--- config.mk ---
export PLATFORM = sky130hd
export DESIGN_NAME = exc_ctrl_flat
export DESIGN_NICKNAME = d
export VERILOG_FILES = /design/src/rtl/exc_ctrl_if.sv /design/src/rtl/exc_ctrl.sv /design/src/flat_wrapper.sv
export SDC_FILE = /design/constraint.sdc
export NUM_CORES = 1
export LEC_CHECK = 0
export BUFFER_PORTS_ARGS = -buffer_cell sky130_fd_sc_hd__buf_2
export CAP_MARGIN = 15
export CORE_MARGIN = 1
export CORE_UTILIZATION = 35
export DETAILED_ROUTE_END_ITERATION = 16
export PLACE_DENSITY = 0.69
export SLEW_MARGIN = 5
export SYNTH_ARGS = -nofsm -noshare
export SYNTH_HDL_FRONTEND = slang
export SYNTH_SLANG_ARGS = --single-unit
--- constraint.sdc ---
create_clock -name clk -period 6.8 [get_ports clk]
set_input_delay 1.36 -clock clk [delete_from_list [all_inputs] [get_ports clk]]
set_output_delay 1.36 -clock clk [all_outputs]
set_load 0.05 [all_outputs]
--- src/rtl/exc_ctrl_if.sv ---
// Pipeline/CP0 side bundle for the exception sequencer: MEM-stage flags and CP0 state in,
// kill/flush/redirect and CP0 capture fields out.
interface exc_ctrl_if;
  logic        mem_valid;
  logic        mem_stall;
  logic [31:0] mem_pc;
  logic        mem_delayslot;
  logic [7:0]  mem_exc;
  logic [31:0] mem_addr;
  logic [31:0] cp0_status;
  logic [31:0] cp0_cause;
  logic [31:0] cp0_epc;
  logic        mem_kill;
  logic [4:0]  cp0_exccode;
  logic [31:0] cp0_badaddr;
  logic [31:0] cp0_pc;
  logic        cp0_delayslot;
  logic        cp0_wr_inhibit;
  logic        flush;
  logic        redirect_valid;
  logic [31:0] redirect_pc;
  logic        busy;

  modport master (
    output mem_valid, mem_stall, mem_pc, mem_delayslot, mem_exc, mem_addr,
           cp0_status, cp0_cause, cp0_epc,
    input  mem_kill, cp0_exccode, cp0_badaddr, cp0_pc, cp0_delayslot,
           cp0_wr_inhibit, flush, redirect_valid, redirect_pc, busy
  );

  modport slave (
    input  mem_valid, mem_stall, mem_pc, mem_delayslot, mem_exc, mem_addr,
           cp0_status, cp0_cause, cp0_epc,
    output mem_kill, cp0_exccode, cp0_badaddr, cp0_pc, cp0_delayslot,
           cp0_wr_inhibit, flush, redirect_valid, redirect_pc, busy
  );
endinterface

--- src/rtl/exc_ctrl.sv ---
// MEM-stage exception/interrupt sequencer: picks the highest-priority event, kills the
// instruction, presents it to CP0 for one cycle, flushes, then redirects fetch.
module exc_ctrl #(
  parameter logic [31:0] EXC_VECTOR = 32'hBFC0_0380,
  parameter logic [4:0]  NONE_CODE  = 5'h1F
) (
  input  logic        clk,
  input  logic        rst,
  exc_ctrl_if.slave   bus
);

  localparam logic [1:0] ST_IDLE     = 2'd0;
  localparam logic [1:0] ST_FLUSH    = 2'd1;
  localparam logic [1:0] ST_REDIRECT = 2'd2;

  logic [1:0]  state_r;
  logic [4:0]  code_r;
  logic [31:0] badaddr_r;
  logic [31:0] pc_r;
  logic        ds_r;
  logic        eret_r;

  logic        int_pend_s;
  logic        capture_s;
  logic [4:0]  code_s;
  logic [31:0] badaddr_s;
  logic        eret_s;
  logic        unused_s;

  // Bits of Status/Cause that play no part in the interrupt test.
  assign unused_s = ^{bus.cp0_status[31:16], bus.cp0_status[7:2],
                      bus.cp0_cause[31:16], bus.cp0_cause[7:0]};

  // Interrupt test, capture qualification and priority pick of the winning event.
  always_comb begin
    int_pend_s = bus.cp0_status[0] & ~bus.cp0_status[1] &
                 (|(bus.cp0_status[15:8] & bus.cp0_cause[15:8]));
    capture_s  = (state_r == ST_IDLE) & bus.mem_valid & ~bus.mem_stall &
                 (int_pend_s | (|bus.mem_exc));
    code_s     = NONE_CODE;
    badaddr_s  = 32'h0000_0000;
    eret_s     = 1'b0;
    if (int_pend_s) begin
      code_s = 5'h00;
    end else if (bus.mem_exc[0]) begin
      code_s    = 5'h04;
      badaddr_s = bus.mem_pc;
    end else if (bus.mem_exc[1]) begin
      code_s = 5'h0A;
    end else if (bus.mem_exc[2]) begin
      code_s = 5'h08;
    end else if (bus.mem_exc[3]) begin
      code_s = 5'h09;
    end else if (bus.mem_exc[4]) begin
      code_s = 5'h0C;
    end else if (bus.mem_exc[5]) begin
      code_s    = 5'h04;
      badaddr_s = bus.mem_addr;
    end else if (bus.mem_exc[6]) begin
      code_s    = 5'h05;
      badaddr_s = bus.mem_addr;
    end else if (bus.mem_exc[7]) begin
      code_s = 5'h0E;
      eret_s = 1'b1;
    end else begin
      code_s = NONE_CODE;
    end
  end

  // Sequencer state and the event fields held across FLUSH/REDIRECT.
  always_ff @(posedge clk) begin
    if (rst) begin
      state_r   <= ST_IDLE;
      code_r    <= NONE_CODE;
      badaddr_r <= 32'h0000_0000;
      pc_r      <= 32'h0000_0000;
      ds_r      <= 1'b0;
      eret_r    <= 1'b0;
    end else begin
      case (state_r)
        ST_IDLE: begin
          if (capture_s) begin
            state_r   <= ST_FLUSH;
            code_r    <= code_s;
            badaddr_r <= badaddr_s;
            pc_r      <= bus.mem_pc;
            ds_r      <= bus.mem_delayslot;
            eret_r    <= eret_s;
          end else begin
            state_r <= ST_IDLE;
          end
        end
        ST_FLUSH:    state_r <= ST_REDIRECT;
        ST_REDIRECT: state_r <= ST_IDLE;
        default:     state_r <= ST_IDLE;
      endcase
    end
  end

  // Output decode; EPC is read live in REDIRECT so a CP0 update from the FLUSH edge is seen.
  always_comb begin
    bus.mem_kill       = capture_s;
    bus.cp0_exccode    = NONE_CODE;
    bus.cp0_badaddr    = 32'h0000_0000;
    bus.cp0_pc         = 32'h0000_0000;
    bus.cp0_delayslot  = 1'b0;
    bus.cp0_wr_inhibit = 1'b0;
    bus.flush          = 1'b0;
    bus.redirect_valid = 1'b0;
    bus.redirect_pc    = 32'h0000_0000;
    bus.busy           = (state_r != ST_IDLE);
    case (state_r)
      ST_FLUSH: begin
        bus.cp0_exccode    = code_r;
        bus.cp0_badaddr    = badaddr_r;
        bus.cp0_pc         = pc_r;
        bus.cp0_delayslot  = ds_r;
        bus.cp0_wr_inhibit = 1'b1;
        bus.flush          = 1'b1;
      end
      ST_REDIRECT: begin
        bus.flush          = 1'b1;
        bus.redirect_valid = 1'b1;
        if (eret_r) begin
          bus.redirect_pc = bus.cp0_epc;
        end else begin
          bus.redirect_pc = EXC_VECTOR;
        end
      end
      default: begin
        bus.flush = 1'b0;
      end
    endcase
  end

endmodule

--- src/flat_wrapper.sv ---
// flat-port wrapper written by rule: the top's interface ports become plain ports
module exc_ctrl_flat 
#(
  parameter logic [31:0] EXC_VECTOR = 32'hBFC0_0380,
  parameter logic [4:0]  NONE_CODE  = 5'h1F
)
  (clk, rst, bus_mem_valid, bus_mem_stall, bus_mem_pc, bus_mem_delayslot, bus_mem_exc, bus_mem_addr, bus_cp0_status, bus_cp0_cause, bus_cp0_epc, bus_mem_kill, bus_cp0_exccode, bus_cp0_badaddr, bus_cp0_pc, bus_cp0_delayslot, bus_cp0_wr_inhibit, bus_flush, bus_redirect_valid, bus_redirect_pc, bus_busy);
  exc_ctrl_if bus_i ();
  input  logic clk;
  input  logic rst;
  input wire logic [$bits(bus_i.mem_valid)-1:0] bus_mem_valid;
  input wire logic [$bits(bus_i.mem_stall)-1:0] bus_mem_stall;
  input wire logic [$bits(bus_i.mem_pc)-1:0] bus_mem_pc;
  input wire logic [$bits(bus_i.mem_delayslot)-1:0] bus_mem_delayslot;
  input wire logic [$bits(bus_i.mem_exc)-1:0] bus_mem_exc;
  input wire logic [$bits(bus_i.mem_addr)-1:0] bus_mem_addr;
  input wire logic [$bits(bus_i.cp0_status)-1:0] bus_cp0_status;
  input wire logic [$bits(bus_i.cp0_cause)-1:0] bus_cp0_cause;
  input wire logic [$bits(bus_i.cp0_epc)-1:0] bus_cp0_epc;
  output wire logic [$bits(bus_i.mem_kill)-1:0] bus_mem_kill;
  output wire logic [$bits(bus_i.cp0_exccode)-1:0] bus_cp0_exccode;
  output wire logic [$bits(bus_i.cp0_badaddr)-1:0] bus_cp0_badaddr;
  output wire logic [$bits(bus_i.cp0_pc)-1:0] bus_cp0_pc;
  output wire logic [$bits(bus_i.cp0_delayslot)-1:0] bus_cp0_delayslot;
  output wire logic [$bits(bus_i.cp0_wr_inhibit)-1:0] bus_cp0_wr_inhibit;
  output wire logic [$bits(bus_i.flush)-1:0] bus_flush;
  output wire logic [$bits(bus_i.redirect_valid)-1:0] bus_redirect_valid;
  output wire logic [$bits(bus_i.redirect_pc)-1:0] bus_redirect_pc;
  output wire logic [$bits(bus_i.busy)-1:0] bus_busy;
  assign bus_i.mem_valid = bus_mem_valid;
  assign bus_i.mem_stall = bus_mem_stall;
  assign bus_i.mem_pc = bus_mem_pc;
  assign bus_i.mem_delayslot = bus_mem_delayslot;
  assign bus_i.mem_exc = bus_mem_exc;
  assign bus_i.mem_addr = bus_mem_addr;
  assign bus_i.cp0_status = bus_cp0_status;
  assign bus_i.cp0_cause = bus_cp0_cause;
  assign bus_i.cp0_epc = bus_cp0_epc;
  assign bus_mem_kill = bus_i.mem_kill;
  assign bus_cp0_exccode = bus_i.cp0_exccode;
  assign bus_cp0_badaddr = bus_i.cp0_badaddr;
  assign bus_cp0_pc = bus_i.cp0_pc;
  assign bus_cp0_delayslot = bus_i.cp0_delayslot;
  assign bus_cp0_wr_inhibit = bus_i.cp0_wr_inhibit;
  assign bus_flush = bus_i.flush;
  assign bus_redirect_valid = bus_i.redirect_valid;
  assign bus_redirect_pc = bus_i.redirect_pc;
  assign bus_busy = bus_i.busy;
  exc_ctrl #(.EXC_VECTOR(EXC_VECTOR), .NONE_CODE(NONE_CODE)) u_core (.clk(clk), .rst(rst), .bus(bus_i));
endmodule
# --- Word-level counts from Yosys, hierarchy flattened ---
# Index checks and enable logic that the tools add are counted.
# Widths: inputs -> output; s select.
op_classes:
  bitwise: 9
  eq_ne: 2
  n_mux: 37
  reduce_logical: 6
op_table:
  columns: ["op", "count"]
  rows:
  - ["$mux 32", 12]
  - ["$mux 5", 10]
  - ["$reduce_or 8->1", 2]
  - ["$mux 1", 14]
  - ["$and 8x8->8", 1]
  - ["$and 1x1->1", 5]
  - ["$pmux 2 s2", 1]
  - ["$eq 2x1->1 const B", 1]
  - ["$eq 2x2->1 const B", 1]
  - ["$logic_not 2->1", 1]
  - ["$not 1->1", 2]
  - ["$reduce_and 2->1", 1]
  - ["$reduce_bool 2->1", 1]
  - ["$reduce_or 2->1", 1]
  - ["$or 1x1->1", 1]
word_totals:
  elab_cells: 60
  regBits: 73
  out_inout_bits: 107

# --- Longest topological paths before layout ---
depth:
  word_depth: 9
  mapped_depth: 9
  depth_no_buf: 6

# --- Least setup slack after synthesis ---
# OpenSTA, ideal clock, no wires.
synth_timing:
  kind: "input-to-output"
  from: "input bus_mem_exc[0]"
  to: "output bus_mem_kill"
  path_slack_ns: 2.568
  required_time_ns: 5.440
  t_arrival_ns: 2.872
  n_path_buf: 2
  cell_stages: 6
  path_cell_list: "buf_2 > or4_1 > o21a_1 > a21oi_1 > buf_4 > inv_1"
synth_via:
  elab_chain_len: 3
synth_lines:
  columns: ["item", "line_no", "rtl"]
  rows:
  - ["from (decl)", "flat_wrapper.sv:15", "input wire logic [$bits(bus_i.mem_exc)-1:0] bus_mem_exc;"]
  - ["$reduce_or 8->1", "exc_ctrl.sv:39", "(int_pend_s | (|bus.mem_exc));"]
  - ["$or 1x1->1", "exc_ctrl.sv:39", null]
  - ["$and 1x1->1", "exc_ctrl.sv:38", "capture_s = (state_r == ST_IDLE) & bus.mem_valid & ~bus.mem_stall &"]
  - ["to (decl)", "flat_wrapper.sv:20", "output wire logic [$bits(bus_i.mem_kill)-1:0] bus_mem_kill;"]
# Every way passes these cells.

# --- Worst setup path in the final report ---
layout_timing:
  from: "input bus_mem_exc[5]"
  to: "output bus_mem_kill"
# The elaborated chain is that of the path after synthesis.

==> impl_table.tex <==
\begin{tabular}{lr}
\hline
Metric & Value \\
\hline
\multicolumn{2}{l}{\textbf{Run status}} \\
\quad Result of the run & completed \\
\multicolumn{2}{l}{\textbf{Synth}} \\
\quad Largest cells by area after synthesis & sky130\_fd\_sc\_hd\_\_dfxtp\_1, sky130\_fd\_sc\_hd\_\_mux2i\_1, sky130\_fd\_sc\_hd\_\_nand2b\_1 \\
\quad Post-synthesis cell area & about 4000 um2 \\
\quad Commonest register cell after synthesis & sky130\_fd\_sc\_hd\_\_dfxtp\_1 \\
\quad Number of enable flip-flop cells after synthesis & 0 \\
\quad Most frequent cells after synthesis & sky130\_fd\_sc\_hd\_\_dfxtp\_1, sky130\_fd\_sc\_hd\_\_nand2b\_1, sky130\_fd\_sc\_hd\_\_and2\_1, sky130\_fd\_sc\_hd\_\_mux2i\_1, sky130\_fd\_sc\_hd\_\_clkbuf\_1 \\
\quad Syn\_nets & $\sim$610 \\
\quad Netlist cell types & 35 \\
\quad Mean cell area of the mapped netlist & about 9.4 um2 \\
\quad Largest area contributor in the netlist & sky130\_fd\_sc\_hd\_\_dfxtp\_1 \\
\quad Total of flip-flops plus latches after synthesis & 73 \\
\quad Yosys warnings & 0 \\
\quad Proportion of netlist area held by the largest area contributor & 35.9\% \\
\quad Sequential area share after synthesis & between 30\% and 40\% \\
\quad Async set-or-reset flop fraction in the synthesized netlist & 0\% \\
\quad Syn Inst Count & between 400 and 500 \\
\multicolumn{2}{l}{\textbf{STA}} \\
\quad Crit share post-route & 68.1\% \\
\quad Worst setup skew after layout & 0.00792 ns \\
\quad Final count of hold timing violations & 0 \\
\quad Worst slew margin relative to its limit & roughly 25\% \\
\quad Accumulated negative setup slack & 0 ns \\
\quad Slack of the critical path & between 2 and 2.5 ns \\
\quad Final Hold Slack & 0.447 ns \\
\quad Maximum operating frequency & 216 MHz \\
\quad Final count of pins violating max slew & 0 \\
\quad Setup repair after global routing missed its margin & no \\
\quad Number of setup violations in the final report & 0 \\
\quad Slew at the pin with the worst max-slew slack & 1.12 ns \\
\quad Final critical path time including I/O delays and setup & around 4.6 ns \\
\multicolumn{2}{l}{\textbf{Worst setup path}} \\
\quad Critical Path Max Stage Delay & 0.55 ns \\
\quad Depth of the worst register-to-register path & 6 \\
\quad Crit-path max FO & 40 \\
\quad Family with the most delay on the worst path & buffers and inverters \\
\quad Crit path buf inv count & 4 \\
\quad Slowest cell on the critical path & sky130\_fd\_sc\_hd\_\_or4\_1 \\
\quad Worst R2R Start & u\_core.state\_r[1] \\
\quad Crit path launch type & input port \\
\quad Capturing point of the worst reg2reg path & u\_core.badaddr\_r[30] \\
\quad Data arrival time of the worst path & 3.27 ns \\
\quad Most repeated library cell on the critical path & sky130\_fd\_sc\_hd\_\_buf\_2 \\
\quad Required @ worst endpoint & 5.44 ns \\
\quad Sequence of cells on the critical path & buf\_2, or4\_1, o21a\_1, a21oi\_4, buf\_4, inv\_1, buf\_2 \\
\quad R2R Setup Slk & around 4.2 ns \\
\quad Crit. End Element & primary output \\
\quad Crit Path Category & input port to primary output \\
\multicolumn{2}{l}{\textbf{Clocking}} \\
\quad Post-CTS Hold Buffers & 0 \\
\quad Cts repair resizes & 0 \\
\quad Number of buffers inserted by post-CTS setup repair & 0 \\
\quad Clock tree from TritonCTS & yes \\
\quad Worst skew pair latency & 0.33 ns \\
\quad Clock Tree Buf Depth & 2 \\
\quad Number of sinks on the clock net & 73 \\
\quad H-tree levels & 3 \\
\quad Number of buffers created by CTS & 9 \\
\quad Clock slew at the register clock pins of the worst setup and hold paths & approximately 0.05 ns \\
\quad Clk root buf & sky130\_fd\_sc\_hd\_\_clkbuf\_16 \\
\multicolumn{2}{l}{\textbf{Route}} \\
\quad Total iterations of the first detailed-routing run & 4 \\
\quad Wire length on met1 & 4.62 mm \\
\quad Avg WL per Cell & about 15 um \\
\quad DR iter-0 viols & 164 \\
\quad Top routing layer used & met4 \\
\quad DRC violation count after routing & 0 \\
\quad Wire length on met2 & around 6 mm \\
\quad Met3 routed WL & 805 um \\
\quad Count of antenna-violating nets left after detailed routing & 0 \\
\quad Post-Route WL & roughly 12 mm \\
\quad Total vias in the final route & 3842 \\
\quad Post-DR vias/cell & around 5 \\
\multicolumn{2}{l}{\textbf{Placed design}} \\
\quad Pre-CTS setup slack & 2.13 ns \\
\quad IO Port Bufs & around 230 \\
\quad Final estimated routing congestion in global placement & $\sim$0.77 \\
\quad Detailed placer's ending HPWL & 8.46 mm \\
\quad Cell Count Post-Placement & 775 \\
\multicolumn{2}{l}{\textbf{Floorplanning}} \\
\quad Row cnt & 39 \\
\quad Initial Utilization & 35.8\% \\
\quad I/O pin cnt & 280 \\
\quad Total die area & between 10000 and 15000 um2 \\
\quad Placeable Area & 11400 um2 \\
\quad Horizontal die dimension & 110 um \\
\quad Height of the chip & around 110 um \\
\multicolumn{2}{l}{\textbf{Global routing}} \\
\quad Overall overflow remaining after global route & 0 \\
\quad Number of global-route vias before repair & 3473 \\
\quad Largest net degree at the start of global routing & 77 \\
\quad Global-route wire length before repair & $\sim$17 mm \\
\quad GRT Overall Usage & 18.3\% \\
\quad Initial antenna violation count & 0 \\
\multicolumn{2}{l}{\textbf{Pwr}} \\
\quad Total power density per cell area & 205 nW/um2 \\
\quad Sum of internal, switching and leakage power & 1150 uW \\
\quad VDD IR-drop max & between 0.1 and 0.15 mV \\
\quad Static leakage & about 0.0030 uW \\
\multicolumn{2}{l}{\textbf{Worst hold path}} \\
\quad Hold WC Path Type & flop to flop \\
\quad Hold Crit Depth & 1 \\
\quad Worst Hold Launch & u\_core.code\_r[4] \\
\quad Sink of the worst hold path & u\_core.code\_r[4] \\
\multicolumn{2}{l}{\textbf{Run}} \\
\quad Max Cap Violations & 0 \\
\multicolumn{2}{l}{\textbf{Final layout}} \\
\quad Inserted Diodes & 0 \\
\quad Final-stage net count & roughly 820 \\
\quad Filler-free cell count of the finished design & 791 \\
\quad Share of cells above drive strength 1 & 41.2\% \\
\quad Layout overhead on the synthesized area & 37.4\% \\
\hline
\end{tabular}
## metal layers
layer	track usage (%)	vias up
li1	-	1897
met1	19.6	1782
met2	34.8	147
met3	4.62	16
met4	5.43	0
met5	0	-
## cell type report
cell class	count	area, um2
flip-flops and latches	73	1460
clock inverters	6	90.1
clock buffers	10	229
multi-input cells	306	2380
inverters	17	63.8
fillers	1081	5770
well taps	143	179
repair buffers	236	1190
## placed cells by master (no fill, tap or decap), types with 2 or more instances in the layout
| cell | count |
|---|---|
| sky130_fd_sc_hd__mux2i_1 | 65 |
| sky130_fd_sc_hd__and3_1 | 20 |
| sky130_fd_sc_hd__o2bb2ai_1 | 22 |
| sky130_fd_sc_hd__ha_1 | 2 |
| sky130_fd_sc_hd__a21oi_1 | 3 |
| sky130_fd_sc_hd__inv_1 | 17 |
| sky130_fd_sc_hd__a21boi_0 | 12 |
| sky130_fd_sc_hd__clkbuf_16 | 9 |
| sky130_fd_sc_hd__and2_1 | 65 |
| sky130_fd_sc_hd__nor3_1 | 2 |
| sky130_fd_sc_hd__buf_4 | 3 |
| sky130_fd_sc_hd__dfxtp_1 | 73 |
| sky130_fd_sc_hd__buf_2 | 233 |
| sky130_fd_sc_hd__o2bb2ai_2 | 10 |
| sky130_fd_sc_hd__nand2b_1 | 73 |
| sky130_fd_sc_hd__a22oi_1 | 4 |
| sky130_fd_sc_hd__bufinv_16 | 2 |
| sky130_fd_sc_hd__or4_1 | 2 |
| sky130_fd_sc_hd__a221o_1 | 3 |
| sky130_fd_sc_hd__nor2_1 | 6 |
## power by group
| group | total, uW | internal [uW] | switching, uW |
|---|---|---|---|
| Sequential | 461 | 450 | 11.4 |
| Combinational | 184 | 77.6 | 107 |
| Clock | 502 | 322 | 179 |
## per-stage QoR
| step | instance area, um2 | utilization, % |
|---|---|---|
| global route | 5600 | 49.2 |
| floorplan | 4070 | - |
| global placement | 5280 | 46.4 |
| finish | 5600 | 49.2 |
| detailed placement | 5280 | 46.4 |
| CTS | 5600 | 49.2 |
## kinds of logic after synthesis
kind of cell / after synthesis / synth area share (%)
and+or+nand+nor: 175 / 26.8
DFF: 73 / 35.9
muxes: 65 / 16.0
AOI/OAI and AO/OA: 63 / 14.3
buffers and inverters: 54 / 6.11
adders and majority gates: 3 / 0.922
## sequential cells by signal, indices dropped and copies added, names as in the netlist
name / count
u_core.badaddr_r: 32
u_core.ds_r: 1
u_core.eret_r: 1
u_core.code_r: 5
u_core.state_r: 2
u_core.pc_r: 32
## worst max-delay path by stage
stage / from / end / slack [ns] / cells past startpoint
after CTS: bus_mem_exc[5] / bus_mem_kill / 2.13 / 7
after floorplan: bus_mem_exc[0] / bus_mem_kill / 2.57 / 6
after global routing: bus_mem_exc[5] / bus_mem_kill / 2.06 / 7
after detailed placement: bus_mem_exc[5] / bus_mem_kill / 2.13 / 7
after global placement: bus_mem_exc[5] / bus_mem_kill / 2.16 / 7
final: bus_mem_exc[5] / bus_mem_kill / 2.17 / 7
## worst register-to-register path, cell delays in order (launching register included)
cell                        delay (ns)
sky130_fd_sc_hd__dfxtp_1          0.31
sky130_fd_sc_hd__inv_1            0.08
sky130_fd_sc_hd__ha_1             0.18
sky130_fd_sc_hd__and3b_1          0.39
sky130_fd_sc_hd__o21ai_1          0.18
sky130_fd_sc_hd__or4b_2           1.09
sky130_fd_sc_hd__o2bb2ai_1        0.30
Note: power is estimated with default switching activity, not from simulation.
